===== src/rtl/branch_unit.sv =====
`default_nettype none
// ============================================================================
// Module      : branch_unit
// Description : ID-stage branch resolver and branch-hazard stall controller
//               for a 5-stage MIPS pipeline. Resolves BEQ/BNE from the
//               comparator equality flag, drives PC-select, branch target and
//               IF/ID flush, and stalls the front end while a branch operand
//               is still in flight.
//               Optional feature macro: BRANCH_STATS_EN (statistics counters).
// Revision    : 1.0 - initial release
// ============================================================================
module branch_unit #(
    parameter int INST_SZ     = 32,
    parameter int REG_ADDR_SZ = 5,
    parameter int STAT_SZ     = 16
) (
    input  logic                   i_clk,
    input  logic                   i_reset,
    input  logic                   i_branch,
    input  logic                   i_bne,
    input  logic                   i_comparison,
    input  logic [REG_ADDR_SZ-1:0] i_rs,
    input  logic [REG_ADDR_SZ-1:0] i_rt,
    input  logic [INST_SZ-1:0]     i_pc_plus4,
    input  logic [INST_SZ-1:0]     i_imm_ext,
    input  logic                   i_ex_reg_write,
    input  logic                   i_ex_mem_read,
    input  logic [REG_ADDR_SZ-1:0] i_ex_rd,
    input  logic                   i_mem_mem_read,
    input  logic [REG_ADDR_SZ-1:0] i_mem_rd,
    output logic                   o_stall,
    output logic                   o_pc_src,
    output logic [INST_SZ-1:0]     o_branch_target,
    output logic                   o_flush_if_id,
    output logic [STAT_SZ-1:0]     o_taken_count,
    output logic [STAT_SZ-1:0]     o_stall_count
);

    typedef enum logic [1:0] {
        ST_IDLE    = 2'd0,
        ST_STALL   = 2'd1,
        ST_RESOLVE = 2'd2
    } state_t;

    state_t r_state;

    logic w_ex_hit;
    logic w_mem_hit;
    logic w_need_two;
    logic w_need_one;
    logic w_stall;
    logic w_resolve;
    logic w_taken;

    // Register $zero is never a real producer, so it never creates a hazard.
    assign w_ex_hit  = i_ex_reg_write && (i_ex_rd != '0) &&
                       ((i_ex_rd == i_rs) || (i_ex_rd == i_rt));
    assign w_mem_hit = i_mem_mem_read && (i_mem_rd != '0) &&
                       ((i_mem_rd == i_rs) || (i_mem_rd == i_rt));

    // A load in EX needs two bubbles; any other in-flight producer needs one.
    assign w_need_two = w_ex_hit && i_ex_mem_read;
    assign w_need_one = !w_need_two && (w_ex_hit || w_mem_hit);

    // State sequencing: stall length is fixed when the hazard is detected.
    always_ff @(posedge i_clk) begin
        if (i_reset) begin
            r_state <= ST_IDLE;
        end else begin
            case (r_state)
                ST_IDLE: begin
                    if (i_branch && w_need_two)
                        r_state <= ST_STALL;
                    else if (i_branch && w_need_one)
                        r_state <= ST_RESOLVE;
                    else
                        r_state <= ST_IDLE;
                end
                ST_STALL: begin
                    // A squashed branch abandons the sequence.
                    r_state <= i_branch ? ST_RESOLVE : ST_IDLE;
                end
                ST_RESOLVE: begin
                    r_state <= ST_IDLE;
                end
                default: begin
                    r_state <= ST_IDLE;
                end
            endcase
        end
    end

    // Stall / resolve decode from current state and ID inputs.
    always_comb begin
        w_stall   = 1'b0;
        w_resolve = 1'b0;
        if (!i_reset) begin
            case (r_state)
                ST_IDLE: begin
                    if (i_branch) begin
                        if (w_need_two || w_need_one)
                            w_stall = 1'b1;
                        else
                            w_resolve = 1'b1;
                    end
                end
                ST_STALL: begin
                    w_stall = i_branch;
                end
                ST_RESOLVE: begin
                    w_resolve = i_branch;
                end
                default: begin
                    w_stall   = 1'b0;
                    w_resolve = 1'b0;
                end
            endcase
        end
    end

    assign w_taken = w_resolve && (i_comparison ^ i_bne);

    assign o_stall         = w_stall;
    assign o_pc_src        = w_taken;
    assign o_flush_if_id   = w_taken;
    // Target wraps modulo 2^INST_SZ; forced to zero while in reset.
    assign o_branch_target = i_reset ? '0 : (i_pc_plus4 + (i_imm_ext << 2));

`ifdef BRANCH_STATS_EN
    localparam logic [STAT_SZ-1:0] c_stat_max = '1;

    logic [STAT_SZ-1:0] r_taken_count;
    logic [STAT_SZ-1:0] r_stall_count;

    // Saturating event counters for taken branches and stall cycles.
    always_ff @(posedge i_clk) begin
        if (i_reset) begin
            r_taken_count <= '0;
            r_stall_count <= '0;
        end else begin
            if (w_taken && (r_taken_count != c_stat_max))
                r_taken_count <= r_taken_count + 1'b1;
            if (w_stall && (r_stall_count != c_stat_max))
                r_stall_count <= r_stall_count + 1'b1;
        end
    end

    assign o_taken_count = i_reset ? '0 : r_taken_count;
    assign o_stall_count = i_reset ? '0 : r_stall_count;
`else
    assign o_taken_count = '0;
    assign o_stall_count = '0;
`endif

endmodule
`default_nettype wire

===== config.mk =====
export PLATFORM = sky130hd
export DESIGN_NAME = branch_unit
export DESIGN_NICKNAME = d
export VERILOG_FILES = /design/src/rtl/branch_unit.sv
export SDC_FILE = /design/constraint.sdc
export NUM_CORES = 1
export LEC_CHECK = 0
export ABC_AREA = 1
export CAP_MARGIN = 10
export CORE_MARGIN = 2
export CORE_UTILIZATION = 41
export CTS_CLUSTER_SIZE = 40
export DETAILED_ROUTE_END_ITERATION = 8
export GPL_TIMING_DRIVEN = 1
export MAX_ROUTING_LAYER = met4
export PLACE_DENSITY = 0.95
export SYNTH_ARGS = -nofsm -noshare
export SYNTH_HDL_FRONTEND = slang
export SYNTH_SLANG_ARGS = --single-unit

===== constraint.sdc =====
create_clock -name i_clk -period 3.2 [get_ports i_clk]
set_clock_uncertainty 0.15 [all_clocks]
set_input_delay 0.64 -clock i_clk [delete_from_list [all_inputs] [get_ports i_clk]]
set_output_delay 0.64 -clock i_clk [all_outputs]
set_load 0.02 [all_outputs]

# Yosys cells after proc, flatten, opt, wreduce, memory -nomap -nowiden
# Index checks and enable logic that the tools add are counted.
# op_classes
add_sub_neg	1
mul	0
n_div	0
order_cmp	0
eq_ne	6
shifts	0
n_mux	13
bitwise_logic	1
n_reduce_logical	17
# ops
op	count
32-bit adder	1
32-bit two-way mux	1
5-bit equality test	4
5-bit nonzero test	2
1-bit logical AND	9
1-bit two-way mux	6
2-bit two-way mux	3
1-bit logical OR	4
1-bit one-hot mux with 2 select lines	2
2-bit one-hot mux with 2 select lines	1
2-bit by 1-bit equality test with 1-bit output (second input constant)	1
2-bit equality test (second input constant)	1
2-bit logical NOT	1
1-bit logical NOT	1
1-bit bitwise XOR	1
# word_totals
ff_bits	2
latchBits	0
mem_bits_rw	0
rom_bits	0
in_bits	92
output_inout_bits	67
wordCells	39
mem_count	0

# Longest topological paths before layout
# Gate-level depths: netlist of run 1.
# depth
ltp_word	12
depth_mapped	13
ltp_nobuf	13

# Worst setup path after synthesis of run 1
# Ideal clock, no wire load.
# synth_path
kind	in2out
from	in i_pc_plus4[2]
to	out o_branch_target[30]
arrival_time_ns	2.148
required_ns	2.410
path_slack_ns	0.262
cell_stages	12
path_buffers	0
path_cell_list	ha_1 > inv_1 > fa_1 > inv_1 > nand3_1 > nand3_1 > nand3_1 > nand3_1 > nand2_1 > nand3_1 > nand2_1 > nor2_1
# synth_between
elab_chain_cells	2
# synth_lines
item	line	rtl
from (decl)	24	input logic [INST_SZ-1:0] i_pc_plus4,
32-bit adder	127	assign o_branch_target = i_reset ? '0 : (i_pc_plus4 + (i_imm_ext << 2));
32-bit two-way mux	127	
to (decl)	33	output logic [INST_SZ-1:0] o_branch_target,
# Every way passes these cells.

# Worst setup path after layout of run 1
# layout_path
from	in i_pc_plus4[2]
to	out o_branch_target[22]
# Same word-level chain as after synthesis.

==> results of run 1 <==
-- final cells by class --
type,count,share of cell area [%]
clock buffers,3,0.709
inverters,129,8.31
multi-input cells,492,56.8
flip-flops and latches,2,0.687
well taps,99,2.13
repair buffers,197,31.4
-- cell usage after synthesis, drive strengths merged --
master,count
a21o,2
a21oi,42
and2,1
buf,35
clkbuf,1
conb,1
dfxtp,2
fa,1
ha,29
inv,129
nand2,236
nand3,36
nand3b,2
nand4,6
nor2,74
nor3,6
o21ai,15
o21bai,3
xnor2,5
xor2,2
-- metal layers --
layer | vias to the layer above | global-route usage [%] | wire length (µm)
li1 | 2235 | - | -
met1 | 2325 | 33.6 | 5990
met2 | 676 | 55.4 | 7940
met3 | 269 | 7.88 | 2480
met4 | 0 | 20.0 | 2100
met5 | - | - | 0
-- critical path: stages --
cell,delay (ns)
clkdlybuf4s15_1,0.19
ha_2,0.22
inv_2,0.05
fa_2,0.34
inv_2,0.08
nand3_2,0.08
nand3_4,0.11
nand3_4,0.13
nand3_4,0.17
nand2_2,0.09
nand2_2,0.09
nor2_1,0.06
nor2_1,0.14
buf_4,0.17
-- cell families (layout without fill, tap and decap cells) --
logic type	Yosys count	after routing
AND/OR/NAND/NOR	361	361
buffers and inverters	165	329
AO/OA/AOI/OAI	62	62
adder cells (fa/ha/maj)	30	30
XOR/XNOR	7	7
flip-flops	2	2
other	1	32
-- repair_timing --
action,4_1_cts,5_1_grt
setup buffers,8,4
pin swaps,23,74
resized for setup,205,195
endpoints found under the setup margin,32,28
gates cloned,0,0
-- worst min-delay path by stage --
stage	to
floorplan	r_state[0]
global placement	r_state[0]
detailed placement	r_state[0]
CTS	r_state[0]
global route	r_state[0]
finish	r_state[0]
-- metrics by stage --
step / util, % / cell area (µm²) / setup slack, ns
6_report: 80.7 / 5820 / -0.167
5_1_grt: 80.7 / 5820 / -0.225
4_1_cts: 71.5 / 5150 / -0.0350
3_5_place_dp: 65.3 / 4710 / -0.787
3_3_place_gp: 65.3 / 4710 / -0.737
2_1_floorplan: - / 3140 / 0.262
-- where the power goes --
part           internal [mW]  switching, mW  leakage, nW  total, mW
clock network         0.0797         0.0226       0.0216      0.102
logic                  0.497          0.704         3.39       1.20
registers             0.0256       0.000452       0.0161     0.0260
==> metrics.txt, run 1 <==
CTS root buf=clkbuf_8; DRT Wirelength=between 15 and 20 mm; Worst Path Required=between 2 and 2.5 ns; cell count after synthesis=628; total track usage=about 32%; R2R cell count=3; status=complete, but fails checks; main combinational cell family by area after synthesis=simple AND/OR/NAND/NOR gates; Die Wd=89.9 µm; routed length per instance=between 20 and 25 µm; Synth Area in Compound Gates=a little over a tenth; via count=between 5k and 6k; final hold violations=0; Synth Area in XOR/XNOR=2.03%; max-cap viol count=0; synthesized area per cell=approximately 4.8 µm²; Starting Density=a little over two fifths; CTS Buf Count=3; detailed placement HPWL=8.87 mm; share of cells above drive strength 1=between 30% and 40%; peak supply drop=0.193 mV; synthesis-to-layout area growth=92.4%; most frequent cells in the layout=175 x nand2_1, 122 x inv_1, 82 x buf_4; Achievable Freq=roughly 300 MHz; NumNets Final=roughly 950; DR vias/cell=approximately 6.0; Top Registers=r_state: 2 flops; Yosys top cell area share=28.9%; leakage power=3.43 nW; HP Class=flip-flop to flip-flop; first-pass GRT wire length=21.6 mm; Post-DRT Antenna Nets=0; post-synthesis mux area share=0%; commonest non-fill, non-tap cell in the layout=nand2_1; RR Endpoint=r_state[1]; Min-Delay Path Depth=3; post-synthesis simple-gate area fraction=48.5%; WP data arrival=about 2.6 ns; CTS tree=yes; worst-case clock buffer depth=2; register area=40.0 µm²; antenna cells=0; Largest register FFs=2; overall die height=89.9 µm; GP Congestion=around 0.96; # setup viols final=10; post-synthesis register bit count=2; FF-to-FF Start=r_state[0]; CP Launch Type=input port; crit end category=primary output; DRT iter0 DRCs=around 690; post-layout min period=3.37 ns; largest net degree at the start of global routing=16; number of global-route vias before repair=roughly 4.8k; Clock Sinks=2; worst-path fanout max=4; largest cells by area after synthesis=nand2_1 29%, inv_1 16%, ha_1 12%, nor2_1 8.8%, buf_4 8.4%; post-route setup slack=-0.167 ns; count of different cell masters after synthesis=25; r2r setup slk=between 2 and 2.5 ns; power density cells=about 230 nW/µm²; multi-input logic area=between 3000 and 4000 µm²; core area=approximately 7000 µm²; Clock transition at path regs=~0.030 ns; Final Cycle Share=105%; hold_sp=r_state[1]; Max Slew Vio Count=0; Worst Setup Path Type=input port to primary output; total grt overflow=0; Port-buffer cells=~120; initial antenna violation count=0; num rows=31; area of the die=between 8000 and 9000 µm²; DRC viols=0; CTS Hold Bufs=0; Post-Synth Adder-Cell Area=roughly 13%; Finished Layout Cells=around 920; WHS=about 0.43 ns; Largest Register=r_state; Synth Warn #=0; synthesized cell area=3030 µm²; total power=roughly 1.3 mW; Setup TNS Final=-0.709 ns; Worst setup endpoint=o_branch_target[22]; clk_lat worst skew=0.22 ns; cell total after placement=907; failing checks=setup timing; H-tree levels=1; Pre-antenna DRT Iters=7; Setup crit start=i_pc_plus4[2]; Yosys top cell by area=nand2_1; number of I/O pins=~160; FILL cells=410; register area share after synthesis=about 1.3%
No activity file was read; power rests on OpenSTA's default activity.
==> run 2: changes to the inputs <==
Settings changed: CORE_ASPECT_RATIO from default to 1.25.
==> run 2 against run 1 <==
Effect of this change:
- the flow still finishes with violations (setup timing)
- utilization down 5.0 points
- wire length fell by 19%
- die area about the same
- sequential share of layout area hardly changed
- sequential cell count is the same
- first-iteration DRC count shrank 21%
- cell area down 5.5%
- fmax is 1.1% higher
- setup slack improved by 0.037 ns
- global-route usage shrank 2.3 points
- register-to-register slack gained 0.10 ns
==> metrics.txt, run 2 (same netlist as run 1, synthesis figures left out) <==
commonest non-fill, non-tap cell in the layout=nand2_1; failing checks=setup timing; CTS tree=yes; worst-path fanout max=5; WP data arrival=between 2 and 3 ns; FILL cells=between 500 and 600; status=complete, but fails checks; leakage power=roughly 3.2 nW; Pre-antenna DRT Iters=8; CP Launch Type=input port; total power=roughly 1.2 mW; CTS root buf=clkbuf_8; Min-Delay Path Depth=3; Largest register FFs=2; Port-buffer cells=124; multi-input logic area=about 3200 µm²; synthesis-to-layout area growth=81.9%; register area=roughly 40 µm²; crit end category=primary output; fin util=75.7%; total grt overflow=0; slowest stage delay, CP=between 0.3 and 0.4 ns; Max Slew Vio Count=0; Starting Density=a little over two fifths; power density cells=approximately 220 nW/µm²; final hold violations=0; DRT iter0 DRCs=549; detailed placement HPWL=between 8 and 9 mm; overall die height=100 µm; num rows=35; first-pass GRT wire length=about 19 mm; routed length per instance=around 17 µm; crit path cell chain=dlygate4sd2_1 > ha_2 > inv_2 > fa_2 > inv_2 > buf_4 > nand3_1 > nand3_4 > nand3_2 > nand2_2 > nand2_1 > nand2_1 > nor2_1 > buf_4; Achievable Freq=about 300 MHz; H-tree levels=1; Final Cycle Share=104%; largest net degree at the start of global routing=17; Post-DRT Antenna Nets=0; # setup viols final=7; CTS Hold Bufs=0; max-cap viol count=0; core area=~7300 µm²; initial antenna violation count=0; GP Congestion=around 0.99; Die Wd=80.9 µm; peak supply drop=0.178 mV; total track usage=~30%; Clock transition at path regs=0.03 ns; Slowest-stage cell, CP=fa_2; R2R cell count=3; most frequent cells in the layout=195 x nand2_1, 123 x inv_1, 69 x buf_4; HP Class=flip-flop to flip-flop; via count=between 5k and 6k; Top Registers=r_state: 2 flops; pre-CTS setup slack=-0.775 ns; NumNets Final=just over 900; Worst Setup Path Type=input port to primary output; CTS Buf Count=3; DRC viols=0; cell total after placement=roughly 890; Largest Register=r_state; number of I/O pins=159; number of global-route vias before repair=4,516; Clock Sinks=2; area of the die=around 8000 µm²; Finished Layout Cells=~900; post-layout min period=around 3.3 ns; DRT Wirelength=about 15 mm; DR vias/cell=5.60; clk_lat worst skew=between 0.2 and 0.25 ns; post-route setup slack=-0.130 ns; share of cells above drive strength 1=between 20% and 30%; Worst Path Required=around 2.4 ns; worst-case clock buffer depth=2
## run 2: per-layer routing
layer | track usage [%] | vias to the layer above | part of all wire [%]
li1 | - | 2217 | -
met1 | 30.4 | 2221 | 33
met2 | 55.1 | 451 | 49
met3 | 2.61 | 153 | 9.7
met4 | 17.5 | 0 | 8.5
met5 | - | - | 0
## run 2: worst max-delay path: cells and delay by family
kind,cells,cell delay (ns)
and+or+nand+nor,7,0.75
buffers and inverters,5,0.63
adders and majority gates,2,0.52
## run 2: worst paths after layout
path                               to          from  slack [ns]
setup reg to reg           r_state[1]    r_state[0]        2.23
hold reg to reg            r_state[0]    r_state[1]        0.39
setup / recovery  o_branch_target[20]  i_imm_ext[0]       -0.13
hold / removal             r_state[0]    r_state[1]        0.39
## run 2: power by group
part           total (mW)  leakage, nW  switching [mW]  internal [mW]
Clock              0.0985       0.0216          0.0190         0.0795
Combinational        1.08         3.20           0.625          0.452
Sequential         0.0259       0.0161        0.000352         0.0256
Total                1.20         3.24           0.645          0.558
## run 2: layout make-up
cell class | count | share of cell area, %
inverters | 129 | 8.80
flip-flops and latches | 2 | 0.727
clock buffers | 3 | 0.750
multi-input cells | 492 | 57.6
repair buffers | 182 | 30.0
diodes | 1 | 0.0455
well taps | 92 | 2.09
## run 2: repair_timing
item                       in CTS  in global routing
gates cloned                    0                  0
pin swaps                      30                 44
resized for setup             223                118
buffers inserted                4                  4
hold endpoints to repair        0                  0
setup endpoints to repair      32                 27
## run 2: stage by stage
stage / hold WS, ns / cell area (µm²) / TNS (ns)
after floorplan: 0.351 / 3140 / 0
after global placement: 0.381 / 4620 / -15.13
after detailed placement: 0.388 / 4620 / -16.36
after CTS: 0.388 / 5070 / -0.0759
after global routing: 0.442 / 5500 / -1.18
final: 0.391 / 5500 / -0.281
